### config.mk
export PLATFORM = sky130hd
export DESIGN_NAME = norm_frame_sequencer_flat
export DESIGN_NICKNAME = d
export VERILOG_FILES = /design/src/rtl/norm_frame_sequencer_if.sv /design/src/rtl/norm_frame_sequencer.sv /design/src/flat_wrapper.sv
export SDC_FILE = /design/constraint.sdc
export NUM_CORES = 1
export LEC_CHECK = 0
export BUFFER_PORTS_ARGS = -buffer_cell sky130_fd_sc_hd__buf_2
export CAP_MARGIN = 20
export CORE_ASPECT_RATIO = 2
export CORE_MARGIN = 3
export CORE_UTILIZATION = 45
export DETAILED_ROUTE_END_ITERATION = 6
export PLACE_DENSITY = 0.66
export SLEW_MARGIN = 25
export SYNTH_ARGS = -nofsm -noshare
export SYNTH_HDL_FRONTEND = slang
export SYNTH_SLANG_ARGS = --single-unit
### constraint.sdc
create_clock -name clk -period 3.34 [get_ports clk]
set_input_delay 0.501 -clock clk [delete_from_list [all_inputs] [get_ports clk]]
set_output_delay 0.501 -clock clk [all_outputs]
set_load 0.005 [all_outputs]
### src/rtl/norm_frame_sequencer_if.sv
// Bus bundle between the frame sequencer and its buffers/normalizer.
// frame_sum exists only when NORM_SEQ_CHECKSUM_EN is defined.
interface norm_frame_sequencer_if #(
    parameter int unsigned ADDR_W = 10
) ();
    logic              start;
    logic              busy;
    logic              done;
    logic              rd_en;
    logic [ADDR_W-1:0] rd_addr;
    logic [7:0]        rd_data;
    logic [7:0]        norm_pixel_in;
    logic              norm_valid_in;
    logic [15:0]       norm_pixel_out;
    logic              norm_valid_out;
    logic              wr_en;
    logic              wr_ready;
    logic [ADDR_W-1:0] wr_addr;
    logic [15:0]       wr_data;
`ifdef NORM_SEQ_CHECKSUM_EN
    logic [23:0]       frame_sum;
`endif

    modport master (
        input  start, rd_data, norm_pixel_out, norm_valid_out, wr_ready,
        output busy, done, rd_en, rd_addr, norm_pixel_in, norm_valid_in,
               wr_en, wr_addr, wr_data
`ifdef NORM_SEQ_CHECKSUM_EN
        , output frame_sum
`endif
    );

    modport slave (
        output start, rd_data, norm_pixel_out, norm_valid_out, wr_ready,
        input  busy, done, rd_en, rd_addr, norm_pixel_in, norm_valid_in,
               wr_en, wr_addr, wr_data
`ifdef NORM_SEQ_CHECKSUM_EN
        , input frame_sum
`endif
    );
endinterface

### src/rtl/norm_frame_sequencer.sv
// Sequences one frame through the 8-bit -> Q8.8 normalizer; reads are credit-throttled
// so the skid FIFO never overflows. Define NORM_SEQ_CHECKSUM_EN for the frame_sum output.
module norm_frame_sequencer #(
    parameter int unsigned IMG_W        = 28,
    parameter int unsigned IMG_H        = 28,
    parameter int unsigned ADDR_W       = 10,
    parameter int unsigned NORM_LATENCY = 1,
    parameter int unsigned FIFO_DEPTH   = 4
) (
    input  logic                  clk,
    input  logic                  rst,
    norm_frame_sequencer_if.master bus
);
    localparam int unsigned N      = IMG_W * IMG_H;
    localparam int unsigned CNT_W  = ADDR_W + 1;
    localparam int unsigned PTR_W  = $clog2(FIFO_DEPTH);
    localparam int unsigned FCNT_W = PTR_W + 1;
    localparam int unsigned CRED_W = PTR_W + 2;
    localparam int unsigned PIX_W  = 8;
    localparam int unsigned DAT_W  = 16;

    typedef enum logic [1:0] {
        S_IDLE  = 2'd0,
        S_RUN   = 2'd1,
        S_DRAIN = 2'd2,
        S_DONE  = 2'd3
    } state_t;

    state_t             state, state_d;
    logic               busy_q, done_q, busy_d, done_d;
    logic [CNT_W-1:0]   rd_cnt, wr_cnt, wr_cnt_d;
    logic               rd_en_q;
    logic [PIX_W-1:0]   pix_hold;
    logic [FCNT_W-1:0]  in_flight;
    logic [DAT_W-1:0]   fifo_mem [FIFO_DEPTH];
    logic [PTR_W-1:0]   wr_ptr, rd_ptr;
    logic [FCNT_W-1:0]  fifo_cnt;
    logic [CRED_W-1:0]  credit;
    logic               start_ok, rd_fire, push, pop, fifo_full, fifo_nempty;
    logic [DAT_W-1:0]   head;

    // Every read is counted exactly once: issued (rd_en_q), in the normalizer, or queued.
    always_comb begin
        credit      = CRED_W'(in_flight) + CRED_W'(fifo_cnt) + CRED_W'(rd_en_q);
        start_ok    = (state == S_IDLE) && bus.start;
        rd_fire     = (state == S_RUN) && (rd_cnt < CNT_W'(N))
                      && (credit < CRED_W'(FIFO_DEPTH));
        push        = bus.norm_valid_out && (state != S_IDLE);
        fifo_nempty = (fifo_cnt != '0);
        fifo_full   = (fifo_cnt == FCNT_W'(FIFO_DEPTH));
        pop         = fifo_nempty && bus.wr_ready;
        wr_cnt_d    = wr_cnt + CNT_W'(pop);
        head        = fifo_mem[rd_ptr];
    end

    always_comb begin
        state_d = state;
        busy_d  = 1'b0;
        done_d  = 1'b0;
        unique case (state)
            S_IDLE:  if (start_ok) state_d = S_RUN;
            S_RUN:   if (rd_cnt == CNT_W'(N)) state_d = S_DRAIN;
            S_DRAIN: if (wr_cnt_d == CNT_W'(N)) state_d = S_DONE;
            S_DONE:  state_d = S_IDLE;
            default: state_d = S_IDLE;
        endcase
        busy_d = (state_d == S_RUN) || (state_d == S_DRAIN);
        done_d = (state_d == S_DONE);
    end

    always_ff @(posedge clk) begin
        if (!rst) begin
            state  <= S_IDLE;
            busy_q <= 1'b0;
            done_q <= 1'b0;
        end else begin
            state  <= state_d;
            busy_q <= busy_d;
            done_q <= done_d;
        end
    end

    always_ff @(posedge clk) begin
        if (!rst) begin
            rd_cnt    <= '0;
            wr_cnt    <= '0;
            rd_en_q   <= 1'b0;
            pix_hold  <= '0;
            in_flight <= '0;
            wr_ptr    <= '0;
            rd_ptr    <= '0;
            fifo_cnt  <= '0;
        end else begin
            rd_en_q <= rd_fire;
            if (rd_en_q) pix_hold <= bus.rd_data;

            if (start_ok) begin
                rd_cnt <= '0;
                wr_cnt <= '0;
            end else begin
                if (rd_fire) rd_cnt <= rd_cnt + CNT_W'(1);
                wr_cnt <= wr_cnt_d;
            end

            case ({rd_en_q, push})
                2'b10:   in_flight <= in_flight + FCNT_W'(1);
                2'b01:   in_flight <= in_flight - FCNT_W'(1);
                default: in_flight <= in_flight;
            endcase

            case ({push, pop})
                2'b10:   fifo_cnt <= fifo_cnt + FCNT_W'(1);
                2'b01:   fifo_cnt <= fifo_cnt - FCNT_W'(1);
                default: fifo_cnt <= fifo_cnt;
            endcase
            if (push) wr_ptr <= wr_ptr + PTR_W'(1);
            if (pop)  rd_ptr <= rd_ptr + PTR_W'(1);
        end
    end

    // Storage needs no reset: wr_data is masked while the FIFO is empty.
    always_ff @(posedge clk) begin
        if (push) fifo_mem[wr_ptr] <= bus.norm_pixel_out;
    end

    assign bus.busy          = busy_q;
    assign bus.done          = done_q;
    assign bus.rd_en         = rd_fire;
    assign bus.rd_addr       = rd_cnt[ADDR_W-1:0];
    assign bus.norm_valid_in = rd_en_q;
    assign bus.norm_pixel_in = rd_en_q ? bus.rd_data : pix_hold;
    assign bus.wr_en         = fifo_nempty;
    assign bus.wr_addr       = wr_cnt[ADDR_W-1:0];
    assign bus.wr_data       = fifo_nempty ? head : '0;

`ifdef NORM_SEQ_CHECKSUM_EN
    localparam int unsigned SUM_W = 24;
    logic [SUM_W-1:0] frame_sum;

    always_ff @(posedge clk) begin
        if (!rst)          frame_sum <= '0;
        else if (start_ok) frame_sum <= '0;
        else if (pop)      frame_sum <= frame_sum + SUM_W'(head);
    end

    assign bus.frame_sum = frame_sum;
`endif

    assert property (@(posedge clk) disable iff (!rst) !(push && fifo_full))
        else $fatal(1, "norm_frame_sequencer: push into full skid fifo");

    assert property (@(posedge clk) disable iff (!rst)
                     in_flight <= FCNT_W'(NORM_LATENCY + 1))
        else $fatal(1, "norm_frame_sequencer: normalizer occupancy above latency bound");
endmodule

### src/flat_wrapper.sv
// flat-port wrapper written by rule: the top's interface ports become plain ports
module norm_frame_sequencer_flat 
#(
    parameter int unsigned IMG_W        = 28,
    parameter int unsigned IMG_H        = 28,
    parameter int unsigned ADDR_W       = 10,
    parameter int unsigned NORM_LATENCY = 1,
    parameter int unsigned FIFO_DEPTH   = 4
)
  (clk, rst, bus_start, bus_rd_data, bus_norm_pixel_out, bus_norm_valid_out, bus_wr_ready, bus_busy, bus_done, bus_rd_en, bus_rd_addr, bus_norm_pixel_in, bus_norm_valid_in, bus_wr_en, bus_wr_addr, bus_wr_data);
  norm_frame_sequencer_if #(.ADDR_W(ADDR_W)) bus_i ();
  input  logic clk;
  input  logic rst;
  input wire logic [$bits(bus_i.start)-1:0] bus_start;
  input wire logic [$bits(bus_i.rd_data)-1:0] bus_rd_data;
  input wire logic [$bits(bus_i.norm_pixel_out)-1:0] bus_norm_pixel_out;
  input wire logic [$bits(bus_i.norm_valid_out)-1:0] bus_norm_valid_out;
  input wire logic [$bits(bus_i.wr_ready)-1:0] bus_wr_ready;
  output wire logic [$bits(bus_i.busy)-1:0] bus_busy;
  output wire logic [$bits(bus_i.done)-1:0] bus_done;
  output wire logic [$bits(bus_i.rd_en)-1:0] bus_rd_en;
  output wire logic [$bits(bus_i.rd_addr)-1:0] bus_rd_addr;
  output wire logic [$bits(bus_i.norm_pixel_in)-1:0] bus_norm_pixel_in;
  output wire logic [$bits(bus_i.norm_valid_in)-1:0] bus_norm_valid_in;
  output wire logic [$bits(bus_i.wr_en)-1:0] bus_wr_en;
  output wire logic [$bits(bus_i.wr_addr)-1:0] bus_wr_addr;
  output wire logic [$bits(bus_i.wr_data)-1:0] bus_wr_data;
  assign bus_i.start = bus_start;
  assign bus_i.rd_data = bus_rd_data;
  assign bus_i.norm_pixel_out = bus_norm_pixel_out;
  assign bus_i.norm_valid_out = bus_norm_valid_out;
  assign bus_i.wr_ready = bus_wr_ready;
  assign bus_busy = bus_i.busy;
  assign bus_done = bus_i.done;
  assign bus_rd_en = bus_i.rd_en;
  assign bus_rd_addr = bus_i.rd_addr;
  assign bus_norm_pixel_in = bus_i.norm_pixel_in;
  assign bus_norm_valid_in = bus_i.norm_valid_in;
  assign bus_wr_en = bus_i.wr_en;
  assign bus_wr_addr = bus_i.wr_addr;
  assign bus_wr_data = bus_i.wr_data;
  norm_frame_sequencer #(.IMG_W(IMG_W), .IMG_H(IMG_H), .ADDR_W(ADDR_W), .NORM_LATENCY(NORM_LATENCY), .FIFO_DEPTH(FIFO_DEPTH)) u_core (.clk(clk), .rst(rst), .bus(bus_i));
endmodule
==> summary.txt <==
Power
  • Max VDD drop: 280 uV
  • Pwr dens: 594 nW/um^2
  • P_leak: 0.00212 uW

Critical path
  • CP Cell Sequence: or3_1 > and2_1 > ha_1 > ha_1 > nor3_1 > a31oi_1 > or4_4 > o21ai_1 > ha_1 > and2_1
  • Crit path largest cell delay: 0.51 ns
  • Critical path capture point type: register
  • Crit path max fanout: 8
  • Critical path's most frequent cell: ha_1
  • Arr. time, crit path: 3.22 ns
  • CP startpoint kind: register
  • Slowest cell on crit path: or4_4
  • Worst endpoint required time: 3.58 ns
  • Setup CP Type: reg -> reg

Clock tree
  • Clk sinks: 111
  • Clock slew at reported path FFs: 0.08 ns
  • Post_cts resized: 0
  • Maximum clock path buffer count: 2
  • Clk_lat worst skew: 0.34 ns
  • H-tree depth: 3
  • CTS tree: yes
  • Clock root buffer: clkbuf_16
  • Cts hold-fix bufs: 0
  • Post-CTS setup buffer count: 0
  • CTS Buf Count: 9

Die
  • Die H: 152 um
  • Die W: 79.1 um
  • Core Region: 10300 um^2
  • Die ar.: 12000 um^2
  • Rows: 52
  • # IOs: 78
  • Initial Utilization: 46.8%

Placement
  • Quantity of I/O buffers inserted on ports: 77
  • Pre-CTS setup slack: 0.390 ns
  • Post-DP HPWL: 6470 um
  • Routability Congestion: 0.815
  • Placed Cells: 546

GRT
  • Initial antenna violation count: 0
  • GRT Util Overall: 15.5%
  • Largest net degree at the start of global routing: 21
  • Grt ovf: 0
  • First-pass GRT wire length: 14400 um
  • Number of global-route vias before repair: 2997

Final layout
  • Antenna Diode Count: 0
  • Non-filler instance count after layout: 562
  • Filler cell count in the final layout: 933
  • Post-layout net count: 467
  • Ratio of cells with drive above 1 in the final layout: 30.2%
  • Area grow syn2layout: 14.0%
  • Register Area: 2860 um^2
  • Multi-input combinational cell area: 1670 um^2

Timing
  • Slew HR: 42.9%
  • Final Skew: 0.00846 ns
  • Final worst slack: 0.359 ns
  • Fin crit share: 89.2%
  • RSZ-0062 raised after global routing: no
  • Min Tclk post-route: 2.98 ns
  • Worst-Margin Slew: 0.857 ns
  • Hold Vio Cnt, Final: 0
  • Final setup viols: 0
  • Setup TNS: 0 ns
  • Peak Freq: 0.336 GHz
  • Count of pins over their slew limit: 0

Outcome
  • Outcome: finished clean

Detailed routing
  • Pre-antenna DRT Iters: 4
  • DR WL met3: 317 um
  • Uppermost routed layer: met4
  • Final wirelength: 8790 um
  • Met2 routed WL: 5170 um
  • Total number of vias: 2863
  • DR DRC count: 0
  • Final ANT Viol Nets: 0
  • DRT iter0 DRCs: 161
  • WL met1: 3150 um
  • Routed WL per cell: 15.6 um
  • Vias/cell: 5.09

Yosys
  • Area share of the largest cell type after synthesis: 40.0%
  • Post-synthesis sequential area ratio: 59.6%
  • Asr flop ratio synth: 0%
  • Syn_area_per_cell: 13.2 um^2
  • Synth cell count leaders: edfxtp_1, dfxtp_1, and2_1, nor2_1, buf_4
  • Synthesized instance count: 364
  • Most frequent cell after synthesis: edfxtp_1
  • Syn_nets: 409
  • Syn. warnings: 0
  • Synth area leaders: edfxtp_1, dfxtp_1, mux4_2
  • Mapped Area: 4810 um^2
  • Flop and latch count out of synthesis: 111
  • Unique masters post-synth: 43
  • Post-synth EDFFs: 64
  • Yosys top cell by area: edfxtp_1
  • Top_reg_cell synth: edfxtp_1

Worst hold path
  • Worst min path class: in -> reg

Run
  • Max_cap viols: 0
## state kept, by name, summed over array words and instances (netlist names), named ones only
signal	count
u_core.fifo_mem	64
u_core.rd_cnt	11
u_core.wr_cnt	11
u_core.pix_hold	8
u_core.fifo_cnt	3
u_core.in_flight	3
u_core.rd_ptr	2
u_core.state	2
u_core.wr_ptr	2
u_core.bus.busy	1
u_core.bus.done	1
u_core.bus.norm_valid_in	1
## where the power goes
part / switching (uW) / total [uW] / internal, uW
Sequential: 42.9 / 1540 / 1500
Clock: 476 / 1090 / 618
Combinational: 296 / 618 / 322
## per-stage QoR
stage | util, % | power (uW) | hold WS [ns] | cell area (um^2)
floorplan | - | 1980 | 0.460 | 4810
global placement | 50.2 | 2200 | 0.485 | 5160
detailed placement | 50.2 | 2210 | 0.488 | 5160
CTS | 53.3 | 3310 | 0.357 | 5480
global route | 53.3 | 3420 | 0.361 | 5480
finish | 53.3 | 3250 | 0.373 | 5480
## routing by layer
metal	global-route usage (%)	vias up
met5	0	-
met4	5.66	0
met3	2.96	10
met2	30.1	63
met1	15.6	1398
li1	-	1392
## worst paths after layout
check	startpoint	end	slack (ns)	cells after the start
min	bus_norm_pixel_out[2]	u_core.fifo_mem[2][2]	0.37	1
max	u_core.fifo_cnt[2]	u_core.bus.busy	0.36	10
max reg2reg	u_core.fifo_cnt[2]	u_core.bus.busy	0.36	10
min reg2reg	u_core.wr_ptr[0]	u_core.wr_ptr[0]	0.50	2
## area by class of cell
class	instances	area share [%]
clock buffers	10	4.36
clock inverters	6	1.39
inverters	15	1.03
multi-input cells	206	30.5
flip-flops and latches	111	52.3
well taps	135	3.08
repair buffers	79	7.31
## layout by cell type, fill, tap and decap left out, types with 5 or more instances in the layout
| cell type | instances |
|---|---|
| a21oi_1 | 10 |
| and2_1 | 32 |
| and3_1 | 5 |
| buf_2 | 77 |
| clkbuf_16 | 9 |
| dfxtp_1 | 47 |
| edfxtp_1 | 64 |
| ha_1 | 14 |
| inv_1 | 15 |
| mux2_2 | 8 |
| mux4_2 | 16 |
| nand2_1 | 11 |
| nand3_1 | 7 |
| nor2_1 | 32 |
| nor3_1 | 6 |
| nor4_1 | 5 |
| xnor2_1 | 13 |
| xor2_1 | 10 |
## critical path: cells and delay by family (launching register included)
| kind | cells | cell delay (ns) |
|---|---|---|
| AND/OR/NAND/NOR | 5 | 1.56 |
| adder cells (fa/ha/maj) | 3 | 0.78 |
| flip-flops | 1 | 0.33 |
| AO/OA/AOI/OAI | 2 | 0.21 |
## cell families after synthesis
| group | count (synthesis) | synth area share [%] |
|---|---|---|
| and+or+nand+nor | 121 | 14.0 |
| DFF | 111 | 59.6 |
| adders and majority gates | 16 | 4.48 |
| AOI/OAI and AO/OA | 22 | 2.76 |
| xor gates and xnor gates | 23 | 4.19 |
| buffers and inverters | 47 | 5.62 |
| muxes | 24 | 9.37 |
No activity file was read; power rests on OpenSTA's default activity.
